--- src/rtl/uart_coord_pkg.sv ---
// Shared definitions for the UART coordinate receiver: byte FSM states, byte field
// positions and the bit-period helper.
package uart_coord_pkg;

    typedef enum logic [2:0] {
        StIdle,
        StStart,
        StData,
        StStop,
        StWaitHigh
    } rx_state_e;

    localparam int unsigned TAG_MSB   = 7;
    localparam int unsigned TAG_LSB   = 4;
    localparam int unsigned DIG_MSB   = 3;
    localparam int unsigned DIG_LSB   = 0;
    localparam int unsigned MAX_DIGIT = 9;
    localparam int unsigned MAX_SLOTS = 15;

    function automatic int unsigned baud_div(input int unsigned clk_hz, input int unsigned baud);
        return (clk_hz + baud / 2) / baud;
    endfunction

endpackage

--- src/rtl/uart_byte_rx.sv ---
// 8N1 byte receiver: two-flop input sync, bit-period counter, byte FSM, frame error.
// Emits a one-cycle byte_valid the cycle after a good stop-bit sample.
module uart_byte_rx
    import uart_coord_pkg::*;
#(
    parameter int unsigned CLK_HZ = 50000000,
    parameter int unsigned BAUD   = 115200
) (
    input  logic       CLK,
    input  logic       RSTn,
    input  logic       rx_i,
    input  logic       rx_en,
    output logic [7:0] byte_data,
    output logic       byte_valid,
    output logic       frame_err
);

    localparam int unsigned DIV   = baud_div(CLK_HZ, BAUD);
    localparam int unsigned HALF  = DIV / 2;
    localparam int unsigned CNT_W = $clog2(DIV + 1);

    logic             sync1_q, sync2_q, prev_q;
    rx_state_e        state_q, state_d;
    logic [CNT_W-1:0] cnt_q, cnt_d;
    logic [2:0]       bit_q, bit_d;
    logic [7:0]       shift_q, shift_d;
    logic             valid_q, valid_d;
    logic             ferr_q, ferr_d;
    logic             half_end, full_end;

    assign half_end = (cnt_q == CNT_W'(HALF - 1));
    assign full_end = (cnt_q == CNT_W'(DIV - 1));

    always_comb begin
        state_d = state_q;
        cnt_d   = cnt_q + CNT_W'(1);
        bit_d   = bit_q;
        shift_d = shift_q;
        valid_d = 1'b0;
        ferr_d  = 1'b0;
        case (state_q)
            StIdle: begin
                bit_d = 3'd0;
                if (rx_en && prev_q && !sync2_q) begin
                    state_d = StStart;
                end
            end
            StStart: begin
                if (half_end) begin
                    // Line back high at mid-start means a glitch, not a start bit.
                    state_d = sync2_q ? StIdle : StData;
                end
            end
            StData: begin
                if (full_end) begin
                    shift_d = {sync2_q, shift_q[7:1]};
                    cnt_d   = '0;
                    bit_d   = bit_q + 3'd1;
                    if (bit_q == 3'd7) begin
                        state_d = StStop;
                    end
                end
            end
            StStop: begin
                if (full_end) begin
                    if (sync2_q) begin
                        valid_d = 1'b1;
                        state_d = StIdle;
                    end else begin
                        ferr_d  = 1'b1;
                        state_d = StWaitHigh;
                    end
                end
            end
            StWaitHigh: begin
                if (sync2_q) begin
                    state_d = StIdle;
                end
            end
            default: state_d = StIdle;
        endcase

        if (!rx_en && state_q != StIdle) begin
            state_d = StIdle;
            valid_d = 1'b0;
            ferr_d  = 1'b0;
        end
        if (state_d != state_q || state_q == StIdle) begin
            cnt_d = '0;
        end
    end

    always_ff @(posedge CLK or negedge RSTn) begin
        if (!RSTn) begin
            sync1_q <= 1'b1;
            sync2_q <= 1'b1;
            prev_q  <= 1'b1;
            state_q <= StIdle;
            cnt_q   <= '0;
            bit_q   <= 3'd0;
            shift_q <= 8'd0;
            valid_q <= 1'b0;
            ferr_q  <= 1'b0;
        end else begin
            sync1_q <= rx_i;
            sync2_q <= sync1_q;
            prev_q  <= sync2_q;
            state_q <= state_d;
            cnt_q   <= cnt_d;
            bit_q   <= bit_d;
            shift_q <= shift_d;
            valid_q <= valid_d;
            ferr_q  <= ferr_d;
        end
    end

    assign byte_data  = shift_q;
    assign byte_valid = valid_q;
    assign frame_err  = ferr_q;

endmodule

--- src/rtl/uart_coord_rx.sv ---
// Tagged-digit coordinate receiver: parses (tag,digit) bytes into NCH*NDIG decimal
// slots and publishes saturated binary channels once a whole frame has arrived.
module uart_coord_rx
    import uart_coord_pkg::*;
#(
    parameter int unsigned CLK_HZ = 50000000,
    parameter int unsigned BAUD   = 115200,
    parameter int unsigned NCH    = 2,
    parameter int unsigned NDIG   = 3,
    parameter int unsigned OUT_W  = 10
) (
    input  logic                 CLK,
    input  logic                 RSTn,
    input  logic                 rx_i,
    input  logic                 rx_en,
    output logic [NCH*OUT_W-1:0] coord_o,
    output logic                 coord_valid,
    output logic                 frame_err,
    output logic                 proto_err
);

    localparam int unsigned NDW = NCH * NDIG;
    localparam logic [63:0] SAT = (64'd1 << OUT_W) - 64'd1;

    if (NDW > MAX_SLOTS || NDW == 0) begin : g_cfg_check
        $error("uart_coord_rx: NCH*NDIG must be in 1..15");
    end

    logic [7:0]           byte_data;
    logic                 byte_valid;
    logic [3:0]           tag, digit;
    logic [3:0]           dig_q [NDW];
    logic [3:0]           dig_d [NDW];
    logic [3:0]           k_q, k_d;
    logic [NCH*OUT_W-1:0] coord_q, coord_d;
    logic                 valid_q, valid_d;
    logic                 perr_q, perr_d;

    uart_byte_rx #(
        .CLK_HZ(CLK_HZ),
        .BAUD  (BAUD)
    ) u_byte_rx (
        .CLK       (CLK),
        .RSTn      (RSTn),
        .rx_i      (rx_i),
        .rx_en     (rx_en),
        .byte_data (byte_data),
        .byte_valid(byte_valid),
        .frame_err (frame_err)
    );

    assign tag   = byte_data[TAG_MSB:TAG_LSB];
    assign digit = byte_data[DIG_MSB:DIG_LSB];

    always_comb begin
        logic [63:0] acc;
        acc     = '0;
        dig_d   = dig_q;
        k_d     = k_q;
        valid_d = 1'b0;
        perr_d  = 1'b0;
        coord_d = coord_q;
        if (byte_valid) begin
            if (digit <= 4'(MAX_DIGIT) && tag == k_q + 4'd1) begin
                for (int i = 0; i < NDW; i++) begin
                    if (k_q == 4'(i)) begin
                        dig_d[i] = digit;
                    end
                end
                if (k_q == 4'(NDW - 1)) begin
                    k_d     = 4'd0;
                    valid_d = 1'b1;
                end else begin
                    k_d = k_q + 4'd1;
                end
            end else if (digit <= 4'(MAX_DIGIT) && tag == 4'd1) begin
                // A fresh first tag mid-frame resynchronises rather than erroring.
                dig_d[0] = digit;
                k_d      = 4'd1;
            end else begin
                perr_d = 1'b1;
                k_d    = 4'd0;
            end
        end

        if (valid_d) begin
            for (int c = 0; c < NCH; c++) begin
                acc = '0;
                for (int i = 0; i < NDIG; i++) begin
                    acc = acc * 64'd10 + 64'(dig_d[c*NDIG+i]);
                end
                coord_d[c*OUT_W +: OUT_W] = (acc > SAT) ? OUT_W'(SAT) : OUT_W'(acc);
            end
        end
    end

    always_ff @(posedge CLK or negedge RSTn) begin
        if (!RSTn) begin
            for (int i = 0; i < NDW; i++) begin
                dig_q[i] <= 4'd0;
            end
            k_q     <= 4'd0;
            coord_q <= '0;
            valid_q <= 1'b0;
            perr_q  <= 1'b0;
        end else begin
            dig_q   <= dig_d;
            k_q     <= k_d;
            coord_q <= coord_d;
            valid_q <= valid_d;
            perr_q  <= perr_d;
        end
    end

    assign coord_o     = coord_q;
    assign coord_valid = valid_q;
    assign proto_err   = perr_q;

endmodule

--- config.mk ---
export PLATFORM = sky130hd
export DESIGN_NAME = uart_coord_rx
export DESIGN_NICKNAME = d
export VERILOG_FILES = /design/src/rtl/uart_coord_pkg.sv /design/src/rtl/uart_byte_rx.sv /design/src/rtl/uart_coord_rx.sv
export SDC_FILE = /design/constraint.sdc
export NUM_CORES = 1
export LEC_CHECK = 0
export ABC_CLOCK_PERIOD_IN_PS = 5700
export CAP_MARGIN = 25
export CORE_AREA = 3 3 103 105
export CTS_CLUSTER_SIZE = 25
export DETAILED_ROUTE_END_ITERATION = 8
export DIE_AREA = 0 0 106 108
export HOLD_SLACK_MARGIN = 0.15
export PLACE_DENSITY = 0.76
export SYNTH_ARGS = -nofsm -noshare
export SYNTH_HDL_FRONTEND = slang
export SYNTH_HIERARCHICAL = 1
export SYNTH_SLANG_ARGS = --single-unit
--- constraint.sdc ---
create_clock -name CLK -period 5.7 [get_ports CLK]
set_input_delay 1.425 -clock CLK [delete_from_list [all_inputs] [get_ports CLK]]
set_output_delay 1.425 -clock CLK [all_outputs]
set_load 0.005 [all_outputs]
Word level (Yosys, flattened, before mapping) --
Index checks and enable logic that the tools add are counted.
Cells by class: add/subtract/negate cells 7, multipliers 4, magnitude comparators 3, equal/unequal tests 16, muxes and demuxes 44, reduce and logical (&&, ||, !) cells 14
Operator list (number):
- $mux W4 | 10
- $add A13 B4 Y14 | 2
- $gt A14 B10 Y1 const B | 2
- $mux W3 | 9
- $mux W9 | 3
- $mul A9 B3 Y12 const B | 2
- $mux W24 | 1
- $mux W10 | 2
- $mux W20 | 1
- $add A8 B4 Y9 | 2
- $mux W1 | 15
- $pmux W3 S5 | 1
- $mul A4 B3 Y7 const B | 2
- $add A9 B1 Y9 const B | 1
- $eq A9 B8 Y1 const B | 1
- $eq A9 B9 Y1 const B | 1
- $eq A4 B1 Y1 const B | 2
- $eq A4 B2 Y1 const B | 2
- $eq A4 B3 Y1 const B | 2
- $eq A3 B2 Y1 const B | 2
- $eq A3 B3 Y1 const B | 2
- $pmux W3 S2 | 1
- $logic_and A1 B1 Y1 | 5
- $add A4 B1 Y4 const B | 1
- 14 further kinds | 16
Storage, ports and cells: bits in registers 78, output and inout bits 23, logic and storage cells 107

Longest topological paths before layout --
Gate-level depths: netlist of the first run.
word-level depth 11, mapped depth 27, depth with buffers taken out 27

Hierarchy --
Netlist of the first run, hierarchy kept.
By module, submodules not included:
- uart_coord_rx | times used 1, cells an instance 398, area each 4030.1 µm², sequential area each 1226.2 µm²
- uart_byte_rx | times used 1, cells an instance 121, area each 1355.0 µm², sequential area each 704.4 µm²

Worst setup path before layout of the first run --
OpenSTA, ideal clock, no wires.
kind register -> register, start register k_q[0], end register coord_q[13], in the netlist coord_o[13], library setup time 156 ps, arrival 5938 ps, data required time 5544 ps, setup slack -394 ps, cell stages (with the launch flop) 24, clock period less this slack 6094 ps, cells stage by stage dfrtp_1 inv_1 ha_1 xnor2_1 nand3_1 nor3_4 mux2i_1 inv_1 ha_1 ha_1 inv_1 fa_1 nand3b_1 o21ai_0 xnor2_1 xnor2_1 ha_1 ha_1 o21a_1 nand2_1 o311ai_0 nand3b_1 xor2_1 a41oi_1
RTL lines:
- from (decl) | RTL line uart_coord_rx.sv:34 | logic [3:0] k_q, k_d;
- from (signal assigned) | RTL line uart_coord_rx.sv:108 | k_q <= k_d;
- to (signal assigned) | RTL line uart_coord_rx.sv:109 | coord_q <= coord_d;
- to (decl) | RTL line uart_coord_rx.sv:35 | logic [NCH*OUT_W-1:0] coord_q, coord_d;

==> results.yml, run 1 <==
cts:
  cts-root-buf: "clkbuf_8"
  tritoncts: "done"
  clock_path_buffers: 2
  clock_latency_ns: 0.36
  cts_buffers: 9
  cts_sinks: 77
  clk_pin_slew_ns: 0.09
  cts_htree_levels: 3
synth:
  syn-num-nets: 588
  synth.most_common_cell: "dfrtp_1"
  avgSynthCellArea_um2: 10.38
  post-synth-top-area-cell: "dfrtp_1"
  yosys-top-cells-count: "dfrtp_1, ha_1, nor2_1"
  synth_ff_type: "dfrtp_1"
  async_flop_share_pct: 100.0
  synth_edf_count: 0
  synthTopCellsByArea: "dfrtp_1, ha_1, mux2_2"
  syn_inst: 519
  synth_top_area_share_pct: 34.39
  synth_area_um2: 5385
  yosys_warnings: 6
  synth_seq_cells: 77
  synth_seq_area_share_pct: 35.85
  yosysUniqueCellTypes: 79
worst_setup_path:
  r2r-start: "k_q[1]$_DFFE_PN0P_"
  cp_data_arrival_time_ns: 6.07
  cp.required_ns: 5.91
  critPathLaunchType: "flop"
  critPathMaxFanout: 5
  crit_start: "k_q[1]$_DFFE_PN0P_"
  ff2ff_setup_slack_ns: -0.16
  r2r-end: "coord_o[13]$_DFFE_PN0P_"
  criticalPathCategory: "flop to flop"
  crit_end: "coord_o[13]$_DFFE_PN0P_"
  reg2reg_depth: 24
  crit_path_end_kind: "flop"
drt:
  avgViaCountPerCell: 5.938
  post_drt_wl_per_cell_um: 17.83
  via_count: 4584
  first_pass_iters: 6
  routed_wl_um: 13760
  remaining_drc_errors: 0
  drtAntennaViolNets: 0
  drt_iter0_markers: 231
sta:
  fin_setup_tns_ns: -2.081
  max_freq_mhz: 170.7
  period_minus_slack_ns: 5.859
  rsz0062_at_grt: "true"
  slew_headroom_pct: 47.55
  fin_crit_sh_pct: 102.8
  maxSlewViolCount: 0
  setup_slack_ns: -0.1589
  clock_skew_ns: 0.01062
  worst_pin_slew_ns: 0.7795
  setup_violations: 20
  finalHoldViolCount: 0
power_and_ir_drop:
  p_per_area_nw_per_um2: 164.7
  total_power_mw: 1.198
  p_leak_nw: 3.349
  vdd_drop_max_mv: 0.1813
status:
  violations: "setup timing"
  outcome: "complete, but fails checks"
die:
  die_y_um: 108
  start_util_pct: 55.35
  std_cell_rows: 36
  dieWidth_um: 106
  core_um2: 9729
  io_pins: 27
  die_area_um2: 11450
final_layout:
  drive_above_1_share_pct: 34.27
  final_net_count: 703
  syn2layout_area_growth_pct: 35.08
  fin_cells: 772
  design_area_um2: 7274
  n_antenna_cell: 0
placement:
  globalplace.congestion: 0.8638
  dp.cells: 735
  pre_cts_ws_ns: -0.3048
  io_buffers: 26
  place_hpwl_um: 8755
  place_area_um2: 6286
min_path:
  hp-class: "flop to flop"
  min-delay-start: "u_byte_rx/sync1_q$_DFF_PN1_"
global_route:
  grt_pass1_wl_um: 22600
  grt_max_degree: 78
  grt-ovfl-total: 0
  grt_pass1_vias: 4638
  track_usage_pct: 24.34
  antenna_found_initial: 0
job:
  drv_cap: 0
-- registers in the layout (all words and copies together), names as in the netlist --
name                  count
u_byte_rx/sync1_q         1
u_byte_rx/bit_q           3
u_byte_rx/state_q         3
coord_o                  20
u_byte_rx/frame_err       1
u_byte_rx/prev_q          1
k_q                       4
u_byte_rx/cnt_q           9
proto_err                 1
u_byte_rx/sync2_q         1
u_byte_rx/byte_data       8
u_byte_rx/byte_valid      1
coord_valid               1
dig_q                    23
-- cell type report --
| class | count | area (µm²) |
|---|---|---|
| multi-input cells | 408 | 3899 |
| fillers | 646 | 2455 |
| flip-flops and latches | 77 | 1931 |
| repair buffers | 108 | 914.6 |
| well taps | 133 | 166.4 |
| clock buffers | 11 | 141.4 |
| inverters | 30 | 115.1 |
| clock inverters | 5 | 107.6 |
-- per-stage QoR --
step | util (%) | hold slack (ns)
finish | 74.77 | 0.3619
floorplan | - | 0.3452
global route | 74.77 | 0.3714
global placement | 64.61 | 0.3458
CTS | 71.15 | 0.3638
detailed placement | 64.61 | 0.3513
-- cells by family (layout without fill, tap and decap cells) --
| family | count (synthesis) | in the layout | synth area share, % |
|---|---|---|---|
| AO/OA/AOI/OAI | 109 | 110 | 15.87 |
| XOR/XNOR | 42 | 42 | 7.249 |
| adder cells (fa/ha/maj) | 65 | 65 | 16.22 |
| buffers and inverters | 36 | 154 | 2.532 |
| flip-flops | 77 | 77 | 35.85 |
| multiplexers | 32 | 32 | 6.529 |
| AND/OR/NAND/NOR | 158 | 159 | 15.75 |
-- report_power, final --
| part | internal (mW) | switching [mW] | leakage (nW) |
|---|---|---|---|
| combinational | 0.0400 | 0.0705 | 2.16 |
| clock | 0.305 | 0.214 | 0.124 |
| sequential | 0.556 | 0.0126 | 1.06 |
-- worst min path at each step --
stage,to,slack [ns],cells after the start
after floorplan,u_byte_rx/sync2_q$_DFF_PN1_,0.35,0
after global placement,u_byte_rx/sync2_q$_DFF_PN1_,0.35,0
after detailed placement,u_byte_rx/sync2_q$_DFF_PN1_,0.35,0
after CTS,u_byte_rx/sync2_q$_DFF_PN1_,0.36,0
after global routing,u_byte_rx/sync2_q$_DFF_PN1_,0.37,0
final,u_byte_rx/sync2_q$_DFF_PN1_,0.36,0
-- per-layer routing --
metal	wire length [µm]	track usage, %	share of wire [%]
met1	6039	31.93	44
met4	337	8.603	2.4
met3	481	4.119	3.5
met2	6906	41.07	50
met5	0	0	0
-- layout by cell type (no fill, tap or decap), types with 5 or more instances in the layout --
master / count
a21o_1: 8
nor2b_1: 11
nand2_1: 31
a41oi_1: 5
o22a_1: 10
o21ai_0: 16
buf_4: 77
clkdlybuf4s50_1: 25
inv_1: 23
nor3_1: 6
inv_2: 5
mux2_2: 22
a21oi_1: 9
dfrtp_1: 74
ha_4: 11
ha_1: 45
fa_1: 5
nor2_1: 42
a41oi_2: 5
xor2_1: 14
clkbuf_8: 10
xnor2_1: 19
nand3_1: 10
-- timing repair --
action                                  in CTS  in global routing
hold buffers                                 0                  0
endpoints found under the setup margin      20                 20
resized for setup                           54                 40
pin swaps                                   33                 49
setup buffers                                7                 10
gates cloned                                 2                  0
-- worst max-delay path: stages (launching register included) --
cell and delay (ns):
dfrtp_1 0.43, buf_6 0.14, ha_4 0.15, xnor3_2 0.25, nand3_4 0.09, nor3_4 0.34
mux2i_2 0.33, inv_2 0.09, ha_4 0.25, ha_4 0.17, inv_4 0.06, fa_2 0.47
nand3b_1 0.20, o21ai_2 0.23, buf_4 0.17, nand3_2 0.09, mux2i_4 0.18, ha_1 0.28
ha_4 0.25, nor3b_2 0.17, a311oi_4 0.31, o311ai_4 0.18, a221o_1 0.43, a21oi_4 0.29
a41oi_2 0.15
Note: power is estimated with default switching activity, not from simulation.
==> run 2: changes to the inputs <==
- CORE_AREA: 3 3 103 105 -> 4 4 104 106
- DIE_AREA: 0 0 106 108 -> 0 0 108 110
- TNS_END_PERCENT: default -> 5
==> run 2 against run 1 <==
  * The flow still finishes with violations (setup timing)
  * Non-clock buffer count shrank 2
  * Sequential power hardly changed
  * First-iteration DRC count grew 56%
  * Global-route usage shrank 0.053 points
  * Clock power down 8.5%
  * Core utilization down 1.1 points
  * Worst hold slack about the same
  * Setup slack improved by 0.095 ns
  * Sequential share of layout area grew 0.29 points
  * Die area is 3.8% higher
  * Critical path type unchanged
  * Largest cell class unchanged
  * Highest routed layer unchanged
==> results.yml, run 2 (synthesized netlist as in run 1, its figures left out) <==
worst_setup_path:
  cp_slowest_cell: "fa_1"
  criticalPathCategory: "flop to flop"
  crit_family: "adder cells"
  cp.required_ns: 5.92
  cp_data_arrival_time_ns: 5.99
  critPathLaunchType: "flop"
  reg2reg_depth: 26
  critPathMaxFanout: 5
  cp_num_buf_inv: 6
  crit_path_end_kind: "flop"
  ff2ff_setup_slack_ns: -0.06
  critical_path_depth: 26
  max_stage_delay_ns: 0.48
status:
  outcome: "complete, but fails checks"
  violations: "setup timing"
cts:
  holdBufCountCts: 0
  cts_buffers: 9
  cts_sinks: 77
  cts-root-buf: "clkbuf_8"
  tritoncts: "done"
  clock_path_buffers: 2
  clock_latency_ns: 0.36
  cts_htree_levels: 3
  clk_pin_slew_ns: 0.09
sta:
  setup_slack_ns: -0.06384
  period_minus_slack_ns: 5.764
  setup_violations: 7
  slew_headroom_pct: 56.30
  finalHoldViolCount: 0
  fin_crit_sh_pct: 101.1
  clock_skew_ns: 0.01454
  rsz0062_at_grt: "true"
  max_freq_mhz: 173.5
  maxSlewViolCount: 0
  fin_setup_tns_ns: -0.3011
  worst_pin_slew_ns: 0.6496
final_layout:
  drive_above_1_share_pct: 34.07
  fill_cells: 591
  final_common_cell: "buf_4"
  largest-register: "dig_q"
  fin_cells: 770
  final_net_count: 701
  n_antenna_cell: 0
  mostFrequentLayoutCells: "buf_4, dfrtp_1, ha_1"
  largest_register_ffs: 23
  syn2layout_area_growth_pct: 33.78
placement:
  place_hpwl_um: 8523
  io_buffers: 26
  globalplace.congestion: 0.8895
  dp.cells: 727
  pre_cts_ws_ns: -0.2977
drt:
  remaining_drc_errors: 0
  drtAntennaViolNets: 0
  avgViaCountPerCell: 6.045
  first_pass_iters: 5
  via_count: 4655
  drt_iter0_markers: 361
  post_drt_wl_per_cell_um: 18.65
  routed_wl_um: 14360
min_path:
  min_path_cells: 0
  hp-class: "flop to flop"
global_route:
  grt_pass1_vias: 4836
  grt-ovfl-total: 0
  grt_pass1_wl_um: 23020
  grt_max_degree: 78
  track_usage_pct: 24.29
  antenna_found_initial: 0
die:
  io_pins: 27
  dieWidth_um: 108
  core_um2: 9774
  die_area_um2: 11880
  die_y_um: 110
  std_cell_rows: 36
  start_util_pct: 55.09
job:
  drv_cap: 0
power_and_ir_drop:
  p_per_area_nw_per_um2: 161.4
  vdd_drop_max_mv: 0.2081
  p_leak_nw: 3.315
-- run 2: through the flow --
stage               instance area, µm²  power [mW]  hold WS [ns]  util [%]
global route                      7204       1.203        0.3689     73.71
finish                            7204       1.163        0.3614     73.71
detailed placement                6226      0.6880        0.3490     63.70
CTS                               6872       1.157        0.3617     70.30
floorplan                         5406      0.6561        0.3452         -
global placement                  6226      0.6839        0.3452     63.70
-- run 2: worst reg2reg max path, cell delays in order (launching register included) --
cell,delay [ns]
dfrtp_1,0.40
buf_6,0.13
buf_4,0.13
xor2_1,0.21
nand3_2,0.14
nor3_4,0.31
buf_6,0.15
mux2_4,0.32
ha_4,0.27
ha_4,0.13
inv_2,0.04
fa_1,0.48
nand3b_1,0.23
o21ai_4,0.22
xnor2_2,0.16
xnor2_2,0.15
ha_1,0.29
ha_4,0.19
a211oi_4,0.23
buf_4,0.17
a2bb2oi_1,0.17
and4b_1,0.27
buf_4,0.14
nand2_1,0.06
o211a_4,0.25
a21oi_4,0.24
a41oi_2,0.15
-- run 2: power breakdown --
part	leakage (nW)	total, mW	internal (mW)	switching, mW
sequential	1.06	0.570	0.556	0.0134
clock	0.114	0.475	0.261	0.215
combinational	2.14	0.118	0.0409	0.0772
total	3.32	1.16	0.858	0.305
-- run 2: final cells by class --
cell class | count | area (µm²) | share of cell area (%)
Sequential cell | 77 | 1933 | 26.83
Timing Repair Buffer | 106 | 903.4 | 12.54
Multi-Input combinational cell | 408 | 3865 | 53.65
Clock buffer | 11 | 141.4 | 1.962
Tap cell | 133 | 166.4 | 2.310
Clock inverter | 5 | 82.58 | 1.146
Inverter | 30 | 112.6 | 1.563
-- run 2: path summary, 6_finish.rpt --
check                                            start                          end
max                                 k_q[0]$_DFFE_PN0P_      coord_o[13]$_DFFE_PN0P_
min                        u_byte_rx/sync1_q$_DFF_PN1_  u_byte_rx/sync2_q$_DFF_PN1_
max reg2reg                         k_q[0]$_DFFE_PN0P_      coord_o[13]$_DFFE_PN0P_
min reg2reg                u_byte_rx/sync1_q$_DFF_PN1_  u_byte_rx/sync2_q$_DFF_PN1_
max in group asynchronous                         RSTn  u_byte_rx/sync1_q$_DFF_PN1_
min in group asynchronous                         RSTn          dig_q[23]$_DFF_PN0_
-- run 2: repair_timing --
| action | 4_1_cts | 5_1_grt |
|---|---|---|
| endpoints found under the setup margin | 20 | 20 |
| setup buffers | 14 | 9 |
| gates cloned | 2 | 0 |
| pin swaps | 35 | 44 |
| gates resized for setup | 49 | 45 |
-- run 2: metal layers --
layer / global-route usage (%) / up-vias / wire length (µm)
li1: - / 2129 / -
met2: 43.69 / 156 / 7464
met5: 0 / - / 0
met4: 6.583 / 0 / 313
met1: 30.08 / 2341 / 5909
met3: 4.485 / 29 / 670
==> run 3: changes to the inputs <==
- CELL_PAD_IN_SITES_DETAIL_PLACEMENT: default -> 1
- CELL_PAD_IN_SITES_GLOBAL_PLACEMENT: default -> 2
- CORE_AREA: 4 4 104 106 -> 4 4 128 130
- DIE_AREA: 0 0 108 110 -> 0 0 132 134
- PLACE_DENSITY: 0.76 -> default
- PLACE_DENSITY_LB_ADDON: default -> 0.1
- REMOVE_ABC_BUFFERS: default -> 1
==> run 3 against run 2 <==
  * The run still ends with setup timing left
  * Clock skew fell by 0.0084 ns
  * Wire length rose by 12%
  * Setup slack improved by 0.056 ns
  * Critical path type unchanged
  * Cell count rose by 18%
  * Critical path depth did not move
==> results.yml, run 3 (synthesized netlist as in run 1, its figures left out) <==
sta:
  setup_slack_ns: -0.007358
  max_freq_mhz: 175.2
  maxSlewViolCount: 0
  worst_pin_slew_ns: 0.5759
  clock_skew_ns: 0.006146
  fin_crit_sh_pct: 100.1
  period_minus_slack_ns: 5.707
  finalHoldViolCount: 0
  rsz0062_at_grt: "true"
  hold_ws_ns: 0.3583
  slew_headroom_pct: 61.25
  setup_violations: 4
power_and_ir_drop:
  p_leak_nw: 3.799
  vdd_drop_max_mv: 0.1596
  p_per_area_nw_per_um2: 166.2
  power.share.clock_pct: 49.5
  p_sw_mw: 0.3148
  p_sw_share_pct: 23.29
  intPower_mw: 1.037
  combPwrFrac_pct: 8.3
  seqPwrFrac_pct: 42.2
worst_setup_path:
  cp.required_ns: 5.90
  critPathLaunchType: "flop"
  criticalPathCategory: "flop to flop"
  r2r-start: "k_q[1]$_DFFE_PN0P_"
  critPathMaxFanout: 5
  max_stage_delay_ns: 0.45
  r2r-end: "coord_o[14]$_DFFE_PN0P_"
  cp_slowest_cell: "fa_2"
  ff2ff_setup_slack_ns: -0.007
  crit_top_cell: "ha_4"
  crit_path_end_kind: "flop"
  cp_data_arrival_time_ns: 5.90
  reg2reg_depth: 26
die:
  die_area_um2: 17690
  start_util_pct: 35.56
  core_um2: 15150
  dieWidth_um: 132
  std_cell_rows: 45
  io_pins: 27
  die_y_um: 134
drt:
  routed_wl_um: 16030
  first_pass_iters: 4
  via_count: 4701
  post_drt_wl_per_cell_um: 17.71
  highest_layer: "met4"
  drt_iter0_markers: 99
  remaining_drc_errors: 0
  drtAntennaViolNets: 0
  wl_met3_um: 406
  avgViaCountPerCell: 5.194
  met1_length_um: 7186
  dr_wl_met2_um: 8110
final_layout:
  largest-register: "dig_q"
  fill_cells: 1623
  mostFrequentLayoutCells: "buf_4, dfrtp_1, nor2_1"
  n_antenna_cell: 0
  syn2layout_area_growth_pct: 50.98
  final_common_cell: "buf_4"
  utilization_pct: 53.68
  final_net_count: 781
  drive_above_1_share_pct: 41.98
  largest_register_ffs: 23
cts:
  holdBufCountCts: 0
  cts_htree_levels: 3
  clock_latency_ns: 0.34
  clk_pin_slew_ns: 0.06
  clock_path_buffers: 2
  cts-root-buf: "clkbuf_16"
  cts_buffers: 9
  cts_sinks: 77
  tritoncts: "done"
placement:
  io_buffers: 26
  place_hpwl_um: 10540
  pre_cts_ws_ns: -0.6967
  globalplace.congestion: 0.7904
status:
  outcome: "complete, but fails checks"
  violations: "setup timing"
global_route:
  grt_max_degree: 78
  grt-ovfl-total: 0
  antenna_found_initial: 0
  grt_pass1_wl_um: 26630
  grt_pass1_vias: 5276
  track_usage_pct: 18.57
min_path:
  min_path_cells: 0
  min_to: "u_byte_rx/sync2_q$_DFF_PN1_"
  min-delay-start: "u_byte_rx/sync1_q$_DFF_PN1_"
  hp-class: "flop to flop"
job:
  drv_cap: 0
[run 3: changes by cell type in the layout (fill, tap and decap cells not counted), moves of 4 or more]
| cell | previous run | this run |
|---|---|---|
| a41oi_2 | 5 | 9 |
| buf_4 | 74 | 135 |
| buf_6 | 4 | 24 |
| clkbuf_16 | 0 | 9 |
| clkbuf_8 | 10 | 1 |
| ha_4 | 10 | 15 |
[run 3: metrics by stage]
step | TNS, ns | instance area, µm² | std cells | power, mW
final | -0.01799 | 8130 | 905 | 1.351
after CTS | -3.060 | 7642 | 897 | 1.370
after global routing | -3.922 | 8130 | 905 | 1.419
after detailed placement | -10.73 | 6664 | 834 | 0.6914
after global placement | -7.558 | 6664 | 834 | 0.6896
after floorplan | -5.214 | 5361 | 513 | 0.6561
[run 3: layer usage]
| metal | vias to the layer above | global-route usage [%] |
|---|---|---|
| met5 | - | 0 |
| met4 | 0 | 5.543 |
| met3 | 20 | 4.164 |
| met2 | 55 | 32.27 |
| met1 | 2348 | 23.14 |
| li1 | 2278 | - |
[run 3: how the worst max path moves through the flow]
| stage | startpoint | endpoint | slack (ns) |
|---|---|---|---|
| finish | k_q[1]$_DFFE_PN0P_ | coord_o[14]$_DFFE_PN0P_ | -0.007 |
| global route | k_q[1]$_DFFE_PN0P_ | coord_o[14]$_DFFE_PN0P_ | -0.27 |
| CTS | k_q[0]$_DFFE_PN0P_ | coord_o[13]$_DFFE_PN0P_ | -0.18 |
| detailed placement | k_q[0]$_DFFE_PN0P_ | coord_o[14]$_DFFE_PN0P_ | -0.70 |
| global placement | k_q[0]$_DFFE_PN0P_ | coord_o[18]$_DFFE_PN0P_ | -0.44 |
| floorplan | k_q[0]$_DFFE_PN0P_ | coord_o[13]$_DFFE_PN0P_ | -0.45 |
[run 3: layout make-up]
type | count | area, µm² | share of cell area [%]
Clock inverter | 4 | 95.09 | 1.170
Sequential cell | 77 | 1931 | 23.75
Multi-Input combinational cell | 408 | 3929 | 48.32
Inverter | 30 | 112.6 | 1.385
Tap cell | 188 | 235.2 | 2.893
Timing Repair Buffer | 186 | 1582 | 19.45
Clock buffer | 12 | 246.5 | 3.032
[run 3: worst max-delay path: cells and delay by family (launching register included)]
family / cells / cell delay [ns]
muxes: 2 / 0.52
adders and majority gates: 6 / 1.57
DFF: 1 / 0.40
xor gates and xnor gates: 1 / 0.15
AOI/OAI and AO/OA: 6 / 1.39
buffers and inverters: 6 / 0.70
and+or+nand+nor: 5 / 0.81
[run 3: power groups by stage]
stage	clock (mW)	combinational [mW]	sequential [mW]
finish	0.669	0.112	0.570
global route	0.717	0.129	0.572
CTS	0.688	0.112	0.570
detailed placement	0	0.111	0.580
global placement	0	0.109	0.580
floorplan	0	0.0791	0.577
[run 3: what timing repair did]
| item | CTS | global route |
|---|---|---|
| setup buffers | 45 | 9 |
| pin swaps | 20 | 53 |
| resized for setup | 52 | 80 |
| endpoints found under the setup margin | 20 | 21 |
| cloned | 2 | 0 |
